`config.mk`:
```
export PLATFORM = sky130hd
export DESIGN_NAME = alu_arbiter_seq
export DESIGN_NICKNAME = d
export VERILOG_FILES = /design/src/rtl/alu_arbiter_seq.sv
export SDC_FILE = /design/constraint.sdc
export NUM_CORES = 1
export LEC_CHECK = 0
export BUFFER_PORTS_ARGS = -buffer_cell sky130_fd_sc_hd__buf_2
export CORE_ASPECT_RATIO = 1.75
export CORE_UTILIZATION = 50
export CTS_CLUSTER_SIZE = 28
export DETAILED_ROUTE_END_ITERATION = 6
export PLACE_DENSITY = 0.9
export SLEW_MARGIN = 30
export SYNTH_ARGS = -nofsm -noshare
export SYNTH_HDL_FRONTEND = slang
export SYNTH_SLANG_ARGS = --single-unit
```
`constraint.sdc`:
```
create_clock -name clk -period 3.61 [get_ports clk]
set_input_delay 0 -clock clk [delete_from_list [all_inputs] [get_ports clk]]
set_output_delay 0 -clock clk [all_outputs]
set_load 0.01 [all_outputs]
```
`src/rtl/alu_arbiter_seq.sv`:
```
// alu_arbiter_seq: round-robin sequencer that shares one combinational ALU
// between two requesters. Operations are accepted over a valid/ready
// handshake, presented to the ALU on registered operands for LAT settle
// cycles, and the captured result is returned on a valid/ready response
// channel tagged with the requester id.
//
// Optional feature: define ALU_ARB_STATS_EN to add the op_count and
// carry_count saturating statistics outputs.
module alu_arbiter_seq #(
  parameter int N   = 3,
  parameter int LAT = 1
) (
  input  logic         clk,
  input  logic         rst_n,
  // requester 0
  input  logic         req0_valid,
  output logic         req0_ready,
  input  logic [N-1:0] req0_a,
  input  logic [N-1:0] req0_b,
  input  logic [3:0]   req0_op,
  // requester 1
  input  logic         req1_valid,
  output logic         req1_ready,
  input  logic [N-1:0] req1_a,
  input  logic [N-1:0] req1_b,
  input  logic [3:0]   req1_op,
  // shared ALU
  output logic [N-1:0] alu_a,
  output logic [N-1:0] alu_b,
  output logic [3:0]   alu_ctrl,
  input  logic [N-1:0] alu_y,
  input  logic         alu_neg,
  input  logic         alu_zero,
  input  logic         alu_carry,
  // response channel
  output logic         resp_valid,
  input  logic         resp_ready,
  output logic         resp_id,
  output logic [N-1:0] resp_y,
  output logic         resp_neg,
  output logic         resp_zero,
  output logic         resp_carry,
  output logic         busy
`ifdef ALU_ARB_STATS_EN
  ,
  output logic [7:0]   op_count,
  output logic [7:0]   carry_count
`endif
);

  typedef enum logic [1:0] {
    IDLE = 2'd0,
    EXEC = 2'd1,
    RESP = 2'd2
  } state_e;

  // Settle counter is 4 bits wide, enough for LAT up to 15.
  localparam logic [3:0] LAT_M1 = 4'(LAT - 1);

  state_e       state_q;
  logic         last_grant_q;
  logic [3:0]   cnt_q;
  logic [3:0]   cnt_d;
  logic [N-1:0] alu_a_q;
  logic [N-1:0] alu_b_q;
  logic [3:0]   alu_ctrl_q;
  logic         resp_valid_q;
  logic         resp_id_q;
  logic [N-1:0] resp_y_q;
  logic         resp_neg_q;
  logic         resp_zero_q;
  logic         resp_carry_q;
  logic         busy_q;

  logic         in_idle;
  logic         gnt_any;
  logic         gnt_id;
  logic         accept;
  logic         exec_done;
  logic         resp_hs;
  logic [N-1:0] sel_a;
  logic [N-1:0] sel_b;
  logic [3:0]   sel_op;

  // Arbitration: single valid requester wins; on contention the requester
  // that was not granted last time wins. Readies are gated by reset so every
  // output reads zero while rst_n is low.
  always_comb begin
    in_idle = rst_n && (state_q == IDLE);
    gnt_any = req0_valid || req1_valid;
    gnt_id  = 1'b0;
    if (req0_valid && req1_valid) begin
      gnt_id = ~last_grant_q;
    end else if (req1_valid) begin
      gnt_id = 1'b1;
    end
    req0_ready = in_idle && gnt_any && !gnt_id;
    req1_ready = in_idle && gnt_any && gnt_id;
    accept     = req0_ready || req1_ready;
    sel_a      = gnt_id ? req1_a  : req0_a;
    sel_b      = gnt_id ? req1_b  : req0_b;
    sel_op     = gnt_id ? req1_op : req0_op;
    cnt_d      = cnt_q + 4'd1;
    exec_done  = (cnt_q == LAT_M1);
    resp_hs    = (state_q == RESP) && resp_ready;
  end

  // Sequencer FSM: owns the ALU operand registers, the settle counter and
  // every registered output of the response channel.
  always_ff @(posedge clk or negedge rst_n) begin
    if (!rst_n) begin
      state_q      <= IDLE;
      last_grant_q <= 1'b1;
      cnt_q        <= 4'd0;
      alu_a_q      <= '0;
      alu_b_q      <= '0;
      alu_ctrl_q   <= 4'd0;
      resp_valid_q <= 1'b0;
      resp_id_q    <= 1'b0;
      resp_y_q     <= '0;
      resp_neg_q   <= 1'b0;
      resp_zero_q  <= 1'b0;
      resp_carry_q <= 1'b0;
      busy_q       <= 1'b0;
    end else begin
      case (state_q)
        IDLE: begin
          if (accept) begin
            alu_a_q      <= sel_a;
            alu_b_q      <= sel_b;
            alu_ctrl_q   <= sel_op;
            resp_id_q    <= gnt_id;
            last_grant_q <= gnt_id;
            cnt_q        <= 4'd0;
            busy_q       <= 1'b1;
            state_q      <= EXEC;
          end
        end
        EXEC: begin
          cnt_q <= cnt_d;
          if (exec_done) begin
            resp_y_q     <= alu_y;
            resp_neg_q   <= alu_neg;
            resp_zero_q  <= alu_zero;
            resp_carry_q <= alu_carry;
            resp_valid_q <= 1'b1;
            state_q      <= RESP;
          end
        end
        RESP: begin
          if (resp_ready) begin
            resp_valid_q <= 1'b0;
            busy_q       <= 1'b0;
            state_q      <= IDLE;
          end
        end
        default: begin
          resp_valid_q <= 1'b0;
          busy_q       <= 1'b0;
          state_q      <= IDLE;
        end
      endcase
    end
  end

  assign alu_a      = alu_a_q;
  assign alu_b      = alu_b_q;
  assign alu_ctrl   = alu_ctrl_q;
  assign resp_valid = resp_valid_q;
  assign resp_id    = resp_id_q;
  assign resp_y     = resp_y_q;
  assign resp_neg   = resp_neg_q;
  assign resp_zero  = resp_zero_q;
  assign resp_carry = resp_carry_q;
  assign busy       = busy_q;

`ifdef ALU_ARB_STATS_EN
  logic [7:0] op_count_q;
  logic [7:0] carry_count_q;

  // Saturating counters of completed responses and of those carrying out.
  always_ff @(posedge clk or negedge rst_n) begin
    if (!rst_n) begin
      op_count_q    <= 8'd0;
      carry_count_q <= 8'd0;
    end else if (resp_hs) begin
      if (op_count_q != 8'hFF) begin
        op_count_q <= op_count_q + 8'd1;
      end
      if (resp_carry_q && (carry_count_q != 8'hFF)) begin
        carry_count_q <= carry_count_q + 8'd1;
      end
    end
  end

  assign op_count    = op_count_q;
  assign carry_count = carry_count_q;
`else
  // Handshake decode only feeds the statistics counters.
  logic unused_hs;
  assign unused_hs = resp_hs;
`endif

endmodule

```
Word level (Yosys, flattened, before mapping)
Cells that the tools add are included.

Register bits after elaboration: 26. Input port bits: 31. Output and inout bits: 21. Word-level logic and storage cells: 55.

Add/sub/neg operators: 1. Equality and inequality tests: 5. Muxes and demuxes: 16. Bitwise logic cells: 3. Reduce and logical (&&, ||, !) cells: 17.

Operators by type and width (count): AND reduction 3 bit (3); 2-to-1 mux 4 bit (2); case mux 4 bit (2 select lines) (1); 2-to-1 mux 2 bit (3); 2-to-1 mux 3 bit (2); inequality test 2 bit, second input constant (3); case mux 1 bit (3 select lines) (2); case mux 2 bit (3 select lines) (1); AND reduction 2 bit (3); logical AND 1 bit (5); 2-to-1 mux 1 bit (5); adder 4 x 1 -> 4 bit, second input constant (1); logical NOT 4 bit (1); NOT 1 bit (3); equality test 2 x 1 -> 1 bit, second input constant (1); equality test 2 bit, second input constant (1); logical NOT 2 bit (1); logical OR 1 bit (2); nonzero test 2 bit (1); logical NOT 1 bit (1).

Logic depth before layout (Yosys ltp)
Depth after elaboration: 7. Depth in mapped cells: 5. Gate-level depth less buffers: 5.

Least setup slack after synthesis
OpenSTA, ideal clock, no wires.

Path kind: register to register. Start point: register cnt_q[0]. End point: register resp_carry_q (netlist: resp_carry). Library setup time: 125 ps. Arrival time: 1238 ps. Data required time: 3485 ps. Slack: 2247 ps. Stages on the path, launching flop included: 6. Path buffers: 0. Period minus slack after synthesis: 1363 ps. Cells stage by stage: dfrtp_1 inv_1 ha_1 nor3b_2 nand2_4 mux2_4.

Cells in the longest elaborated chain, start to end: 2.

Ends and longest elaborated chain: start, declared (RTL line 62) `logic [3:0] cnt_q;`; start signal, assigned (RTL line 140) `cnt_q <= cnt_d;`; logical NOT 4 bit (RTL line 104) `exec_done = (cnt_q == LAT_M1);`; AND reduction 2 bit (no source line); end signal, assigned (RTL line 145) `resp_carry_q <= alu_carry;`; end, declared (RTL line 72) `logic resp_carry_q;`.

Every way passes these cells. A chain may end at the register's enable or synchronous reset.

Worst setup path in the final report
Start point: input rst_n. End point: register alu_b_q[0] (netlist: alu_b[0]).

Cells in the longest elaborated chain, start to end: 5. Elaborated cells between the ends (all ways): 6. Those cells by class: reduce/logical (6).

Ends and longest elaborated chain: start, declared (RTL line 14) `input logic rst_n,`; logical AND 1 bit (*) (RTL line 89) `in_idle = rst_n && (state_q == IDLE);`; logical AND 1 bit (*) (RTL line 97, 98); logical AND 1 bit, on equally long branches (RTL line 97, 98); logical OR 1 bit (*) (RTL line 99) `accept = req0_ready || req1_ready;`; AND reduction 2 bit (no source line) (*); end signal, assigned (RTL line 130) `alu_b_q <= sel_b;`; end, declared (RTL line 65) `logic [N-1:0] alu_b_q;`.

Mark *: on every way between the ends. The rest lies on a longest branch, timed or not.

==> impl_metrics.tcl <==
set metrics [dict create \
    grt_usage_pct 29.8 \
    setup_viol 0 \
    ys_warn_count 0 \
    fin_worst_skew_ns 0.00360 \
    layout_commonest_cell "buf_2" \
    worst_setup_path_end_kind "flip-flop" \
    slew_headroom_pct 60.0 \
    drive_gt1_share_pct 40.7 \
    core-area_um2 2300 \
    syn_area_per_cell_um2 13.1 \
    critPathBufInv 3 \
    grt_pass1_vias 1070 \
    cts_buffers 3 \
    gp_congestion 0.679 \
    overflow 0 \
    insertion_delay_ns 0.28 \
    crit_required_ns 3.82 \
    cts_tree "built" \
    tightest_slew_ns 0.599 \
    ir_drop_uv 493 \
    post_cts_buffers 0 \
    wl_per_cell_um 17.8 \
    rows 23 \
    worst_setup_path_start_kind "input pin" \
    dieArea_um2 2670 \
    critPathSlowestCell "dlygate4sd3_1" \
    power_mw 1.41 \
    worst_path_most_repeated_cell "dlygate4sd3_1" \
    drc 0 \
    synth_top_area_share_pct 50.9 \
    first_pass_iters 4 \
    critPathMaxFanout 27 \
    drt-total-wl_mm 3.51 \
    fmax_mhz 384 \
    viasPerCell 5.60 \
    hpwl_mm 1.92 \
    status "finished, final reports clean" \
    hold_class "in2reg" \
    syn_nets 127 \
    critPathKind "in2reg" \
    cellLeakagePower_nw 0.941 \
    ant_nets 0 \
    yosysTopAreaCell "dfrtp_1" \
    clk_pin_slew_worst_paths_ns 0.09 \
    crit_chain "dlygate4sd3_1, buf_2, nor3b_4, and3_4, a221o_1, dlygate4sd3_1" \
    rsz0062_at_grt "false" \
    holdBufCountCts 28 \
    syn_inst 94 \
    tns_ns 0 \
    critPathTopFamily "buffers and inverters" \
    final.period_utilization_pct 72.1 \
    htreeDepth 1 \
    fp.dieW_um 39.5 \
    io_buffers 51 \
    hold_viol 0 \
    cts_buffer_depth 2 \
    power.density_nw_per_um2 777 \
    cts.sinks 26 \
    grt_pass1_wl_mm 5.24 \
    ios 52 \
    slew_viol_final 0 \
    area_growth_pct 47.1 \
    num-nets-final 206 \
    die_h_um 67.6 \
    synth_cell_type_count 30 \
    cts_resized 0 \
    synth.area.top_cells "dfrtp_1 51%, mux2_4 8.5%, a221o_1 8.1%, a21boi_0 4.9%, dfstp_2 2.1%" \
    yosysSeqAreaShare_pct 53.0 \
    layout_common_cells "51 x buf_2, 28 x dlygate4sd3_1, 25 x dfrtp_1" \
    start_util_pct 53.4 \
    dr_total_vias 1104 \
    drt_iter0_markers 38 \
    cts-root-buf "clkbuf_8" \
    worstPathArrival_ns 2.81 \
    grt_max_degree 28 \
    n_antenna_cell 0 \
    slowest_delay_ns 0.60 \
    grt_antenna_before_repair 0 \
    maxCapViolCount 0 \
    ys_ff_latch 26 \
    synth.cell_area_um2 1230 \
    min_period_ns 2.60 \
]
[logic make-up (layout without fill, tap and decap cells)]
logic type      count (synthesis)  count (layout)  synth area share, %
compound gates                 27              27                 18.1
simple gates                   21              21                 12.2
buf+inv                         9              87                 4.68
mux                             7               7                 8.55
flops                          26              26                 53.0
xor+xnor                        2               2                 1.42
fa+ha+maj                       2               2                 2.03
[Yosys cell counts, drive strengths merged]
master,instances
dfrtp,25
a21boi,11
a221o,10
mux2,7
nand2,7
buf,5
inv,4
nor2,3
a21o,2
and3,2
ha,2
nand2b,2
nor3b,2
a21oi,1
and2,1
dfstp,1
nand3b,1
nand4,1
nor2b,1
o21a,1
o21ai,1
o31ai,1
or2,1
xnor2,1
xor2,1
[state kept, by name (all words and copies together), names as in the netlist]
register / flops
alu_b: 3
resp_valid: 1
alu_a: 3
last_grant_q: 1
resp_y: 3
resp_carry: 1
resp_id: 1
busy: 1
resp_zero: 1
cnt_q: 4
alu_ctrl: 4
resp_neg: 1
state_q: 2
[path summary, 6_finish.rpt]
check / startpoint / to / slack (ns) / cells past startpoint
setup / recovery: rst_n / alu_b[0]$_DFFE_PN0P_ / 1.01 / 6
hold / removal: req1_valid / last_grant_q$_DFFE_PN1P_ / 0.22 / 3
setup reg to reg: state_q[0]$_DFFE_PN0P_ / alu_b[0]$_DFFE_PN0P_ / 1.38 / 4
hold reg to reg: resp_id$_DFFE_PN0P_ / resp_id$_DFFE_PN0P_ / 0.49 / 1
max in group asynchronous: rst_n / cnt_q[1]$_DFFE_PN0P_ / 2.96 / 2
min in group asynchronous: rst_n / alu_b[1]$_DFFE_PN0P_ / 0.26 / 2
[metal layers]
metal / global-route usage (%) / up-vias / share of wire (%)
li1: - / 494 / -
met1: 35.1 / 545 / 38
met2: 52.3 / 56 / 56
met3: 2.63 / 9 / 3.9
met4: 12.9 / 0 / 2.6
met5: 0 / - / 0
[metrics by stage]
step	util (%)	std cells	instance area, um2	worst slack (ns)	hold slack [ns]
2_1_floorplan	-	94	1230	2.25	-0.296
3_3_place_gp	64.0	165	1470	1.97	0.0159
3_5_place_dp	64.0	165	1470	1.85	0.0358
4_1_cts	78.6	197	1810	1.07	0.194
5_1_grt	78.6	197	1810	0.848	0.221
6_report	78.6	197	1810	1.01	0.222
[worst register-to-register path: stages, from the launching register on]
cell,delay (ns)
dfrtp_1,0.45
nor3b_4,0.52
and3_4,0.40
a221o_1,0.19
dlygate4sd3_1,0.60
[report_power, final]
| part | switching (mW) | total (mW) | internal, mW |
|---|---|---|---|
| sequential | 0.101 | 0.532 | 0.431 |
| combinational | 0.307 | 0.682 | 0.376 |
| clock | 0.0947 | 0.192 | 0.0978 |
[cell type report]
type,count,area [um2]
Multi-Input combinational cell,59,520
Inverter,4,15.0
Fill cell,133,493
Clock buffer,4,55.1
Tap cell,25,31.3
Sequential cell,26,652
Timing Repair Buffer,79,536
(Power assumes the default switching activity.)
